### config.mk
export PLATFORM = sky130hd
export DESIGN_NAME = ser_param_4f
export DESIGN_NICKNAME = d
export VERILOG_FILES = /design/src/rtl/ser_param_4f.sv
export SDC_FILE = /design/constraint.sdc
export NUM_CORES = 1
export LEC_CHECK = 0
export ABC_AREA = 1
export ABC_CLOCK_PERIOD_IN_PS = 4800
export CAP_MARGIN = 5
export CORE_ASPECT_RATIO = 1.4
export CORE_UTILIZATION = 50
export DETAILED_ROUTE_END_ITERATION = 10
export PLACE_DENSITY = 0.73
export RECOVER_POWER = 100
export SLEW_MARGIN = 20
export SYNTH_ARGS = -nofsm -noshare
export SYNTH_HDL_FRONTEND = slang
export SYNTH_SLANG_ARGS = --single-unit
### constraint.sdc
create_clock -name clk_4f -period 4.8 [get_ports clk_4f]
set_input_delay 0.72 -clock clk_4f [delete_from_list [all_inputs] [get_ports clk_4f]]
set_output_delay 0.72 -clock clk_4f [all_outputs]
set_load 0.02 [all_outputs]
### src/rtl/ser_param_4f.sv
// ser_param_4f: parallel-to-serial slicer on the fast PHY clock.
// Accepts IN_W-bit words through valid/ready and buffers one word. Each word
// is emitted as RATIO = IN_W/OUT_W slices, one per cycle. Consecutive words
// stream with no idle gap. A synchronous abort discards in-flight data.
module ser_param_4f #(
    parameter int               IN_W      = 32,
    parameter int               OUT_W     = 8,
    parameter bit               MSB_FIRST = 1'b1,
    parameter logic [OUT_W-1:0] IDLE_WORD = '0
) (
    input  logic             clk_4f,
    input  logic             reset,
    input  logic [IN_W-1:0]  data_in,
    input  logic             in_valid,
    output logic             in_ready,
    input  logic             abort,
    output logic [OUT_W-1:0] data_out,
    output logic             valid_out,
    output logic             sof,
    output logic             eow
);

    localparam int RATIO = IN_W / OUT_W;
    localparam int CW    = $clog2(RATIO);
    localparam logic [CW-1:0] LAST = CW'(RATIO - 1);

    typedef enum logic {
        S_IDLE,
        S_STREAM
    } state_t;

    state_t            state_q, state_d;
    logic [CW-1:0]     cnt_q, cnt_d;
    logic [IN_W-1:0]   hold_q, hold_d;
    logic              hold_valid_q, hold_valid_d;
    logic [IN_W-1:0]   shift_q, shift_d;
    logic [OUT_W-1:0]  data_out_q, data_out_d;
    logic              valid_q, valid_d;
    logic              sof_q, sof_d;
    logic              eow_q, eow_d;

    logic              accept;
    logic              last_slice;
    logic [CW-1:0]     cnt_inc;

    // Slice idx of word w, in the configured transmit order.
    function automatic logic [OUT_W-1:0] slice_of(input logic [IN_W-1:0] w,
                                                  input logic [CW-1:0]   idx);
        int base;
        base = (MSB_FIRST ? (RATIO - 1 - int'(idx)) : int'(idx)) * OUT_W;
        return w[base +: OUT_W];
    endfunction

    // Abort blocks acceptance for its edge even though in_ready is flop-driven.
    assign in_ready   = ~hold_valid_q;
    assign accept     = in_valid & ~hold_valid_q & ~abort;
    assign last_slice = (cnt_q == LAST);
    assign cnt_inc    = cnt_q + 1'b1;

    // Next-state logic: abort, then stream the next slice, then load, else idle.
    always_comb begin
        state_d      = state_q;
        cnt_d        = cnt_q;
        hold_d       = hold_q;
        hold_valid_d = hold_valid_q;
        shift_d      = shift_q;
        data_out_d   = IDLE_WORD;
        valid_d      = 1'b0;
        sof_d        = 1'b0;
        eow_d        = 1'b0;

        if (accept) begin
            hold_d       = data_in;
            hold_valid_d = 1'b1;
        end

        if (abort) begin
            state_d      = S_IDLE;
            cnt_d        = '0;
            hold_valid_d = 1'b0;
        end else if (state_q == S_STREAM && !last_slice) begin
            cnt_d      = cnt_inc;
            data_out_d = slice_of(shift_q, cnt_inc);
            valid_d    = 1'b1;
            eow_d      = (cnt_inc == LAST);
        end else if (hold_valid_q) begin
            shift_d      = hold_q;
            data_out_d   = slice_of(hold_q, '0);
            cnt_d        = '0;
            state_d      = S_STREAM;
            hold_valid_d = 1'b0;
            valid_d      = 1'b1;
            sof_d        = 1'b1;
        end else begin
            state_d = S_IDLE;
        end
    end

    // Control and output registers with synchronous active-low reset.
    always_ff @(posedge clk_4f) begin
        if (!reset) begin
            state_q      <= S_IDLE;
            cnt_q        <= '0;
            hold_valid_q <= 1'b0;
            data_out_q   <= IDLE_WORD;
            valid_q      <= 1'b0;
            sof_q        <= 1'b0;
            eow_q        <= 1'b0;
        end else begin
            state_q      <= state_d;
            cnt_q        <= cnt_d;
            hold_valid_q <= hold_valid_d;
            data_out_q   <= data_out_d;
            valid_q      <= valid_d;
            sof_q        <= sof_d;
            eow_q        <= eow_d;
        end
    end

    // Data holding registers; contents only matter while qualified by flags.
    always_ff @(posedge clk_4f) begin
        hold_q  <= hold_d;
        shift_q <= shift_d;
    end

    assign data_out  = data_out_q;
    assign valid_out = valid_q;
    assign sof       = sof_q;
    assign eow       = eow_q;

endmodule

==> metrics.txt <==
switching share of power 18.9%; r2r setup slk 1.77 ns; CTS Buf Count 9; via count 1611; largest net degree at the start of global routing 33; Combinational Power Share 3.5%; sequential power share 57.8%; share of layout cells above drive strength 1 7.78%; Max IR drop VDD 259 uV; Root Buffer clkbuf_8; post-DR wirelength/cell 12.7 um; Syn Inst Count 208; drt pass-1 iters 4; Crit Path Category register to register; worst path required time 4.74 ns; I/O Pins 48; initial antenna violation count 0; Int Power 1.07 mW; fmax 0.330 GHz; area leader, netlist edfxtp_1; P per Cell Area 375 nW/um2; Seq/Total Area, Yosys 79.5%; Reg clk slew, reported paths 0.08 ns; placed cells 320; post-synthesis cell area 2800 um2; CTS sink cnt 79; Synth top cells by count edfxtp_1, nand2_1, inv_1, nor2_1, dfxtp_1; asr flop ratio synth 0%; drt total wl 4.26 mm; Worst setup SP type register; FILL cells 390; clock network power share 38.7%; FP Rows 31; crit path DAT 2.97 ns; hold buffer count at cts 0; Crit Path Max Fanout 32; Fin. Hold Viols 0; count of final setup violators 0; headroom to the max-slew limit -19.5%; final slew viol count 66; worst r2r src cnt_q[0]; post-synth top area share 68.7%; Die ar. 5900 um2; Final min period 3.03 ns; most frequent cell after synthesis edfxtp_1; Netlist cell types 19; Final HPWL DP 2.77 mm; CP Capture Type register; Critical Path Sink shift_q[3]; Final Skew 0.00735 ns; CTS tree built; status finished with violations; post-route ant nets 0; antenna cell count 0; Tcrit/Tclk final 63.1%; R2R cell count 6; Leakage 1.39 nW; core area 5280 um2; chip height 90.5 um; # Post-CTS Setup Buffers 0; Worst Setup SP cnt_q[0]; NetSw 0.250 mW; synthesized flop and latch total 79; area grow syn2layout 26.1%; EDFF count, synth 64; top cells by area, synth edfxtp_1, dfxtp_1, nand2_1; H-tree depth 3; Die X 65.2 um; quantity of I/O buffers inserted on ports 47; Via density 4.79; Worst R2R End shift_q[3]; Max Cap Violations 2; Worst-Skew Late Latency 0.34 ns; syn_nets 246; worst hold path class register to register; Worst Max-Slew Pin Slew 1.79 ns; Total GRT Usage 16.9%; Initial DRC Count 80; Mean Syn Cell Area 13.4 um2; first-pass GRT wire length 7.10 mm; Nets 303; vias in the first global route 1632; final non-filler cell total 336; total global routing overflow 0; top_reg_cell synth edfxtp_1; Starting Density 53.0%; clk buf depth 2; drt drc 0; RSZ-0062 raised after global routing no; setup TNS 0 ns; yosys warns 0; RD Place Congestion 0.801; failing checks capacitance limit, slew limit; cts repair resizes 0
## worst min path at each step
stage,from,end,slack [ns],depth (start not counted)
2_1_floorplan,hold_q[0],shift_q[0],0.40,0
3_3_place_gp,hold_q[4],shift_q[4],0.40,0
3_5_place_dp,hold_q[15],shift_q[15],0.41,0
4_1_cts,hold_q[15],shift_q[15],0.42,0
5_1_grt,hold_q[0],shift_q[0],0.43,0
6_report,hold_q[15],shift_q[15],0.42,0
## critical path, stage by stage (launching register included)
cell,delay [ns]
dfxtp_1,0.75
ha_1,0.25
inv_1,0.04
nand2_1,0.13
inv_1,0.14
nor3_2,0.12
clkbuf_1,1.17
## power by group through the flow
stage / clock (mW) / combinational (mW) / sequential (mW)
3_3_place_gp: 0 / 0.0521 / 0.779
3_5_place_dp: 0 / 0.0536 / 0.780
2_1_floorplan: 0 / 0.0159 / 0.779
4_1_cts: 0.525 / 0.0539 / 0.764
6_report: 0.512 / 0.0461 / 0.765
5_1_grt: 0.553 / 0.0508 / 0.766
## area by class of cell
| cell class | count | area, um2 | share of cell area [%] |
|---|---|---|---|
| multi-input cells | 105 | 453 | 12.8 |
| clock inverters | 7 | 87.6 | 2.48 |
| repair buffers | 49 | 478 | 13.6 |
| flip-flops and latches | 79 | 2220 | 63.0 |
| well taps | 66 | 82.6 | 2.34 |
| clock buffers | 9 | 124 | 3.51 |
| inverters | 21 | 80.1 | 2.27 |
## registers in the layout (all words and copies together), names as in the netlist
register	flops
cnt_q	2
shift_q	32
hold_valid_q	1
eow	1
hold_q	32
data_out	8
valid_out	1
state_q	1
sof	1
## layout by cell type, fill, tap and decap left out
cell type,instances
o21ai_0,7
ha_1,2
nor2_1,16
bufinv_16,2
clkinv_2,4
nor2_2,1
nand2_2,2
clkbuf_1,2
edfxtp_1,64
dfxtp_1,15
clkinvlp_4,1
nor3_2,1
clkdlybuf4s50_1,2
clkbuf_8,9
a21oi_1,3
nand2_1,63
clkinvlp_2,1
dlygate4sd3_1,45
a211oi_1,1
inv_1,20
nand3_1,9
## kinds of logic after synthesis
kind of cell / after synthesis / share of synthesized area (%)
adders and majority gates: 2 / 0.895
buffers and inverters: 24 / 4.07
AOI/OAI and AO/OA: 11 / 2.33
and+or+nand+nor: 92 / 13.2
DFF: 79 / 79.5
## metrics by stage
step	total power, mW	setup slack (ns)	instance area [um2]	util, %	hold WS [ns]
4_1_cts	1.34	2.59	3550	67.4	0.422
3_5_place_dp	0.833	2.62	3340	63.4	0.405
5_1_grt	1.37	1.50	3530	66.9	0.432
6_report	1.32	1.77	3530	66.9	0.420
2_1_floorplan	0.795	1.38	2800	-	0.400
3_3_place_gp	0.831	2.65	3340	63.4	0.402
## per-layer routing
metal	up-vias	global-route usage (%)	share of wire, %
li1	804	-	-
met1	746	17.9	38
met2	51	28.6	54
met3	10	5.30	5.1
met4	0	10.1	2.6
met5	-	0	0
Note: power is estimated with default switching activity, not from simulation.
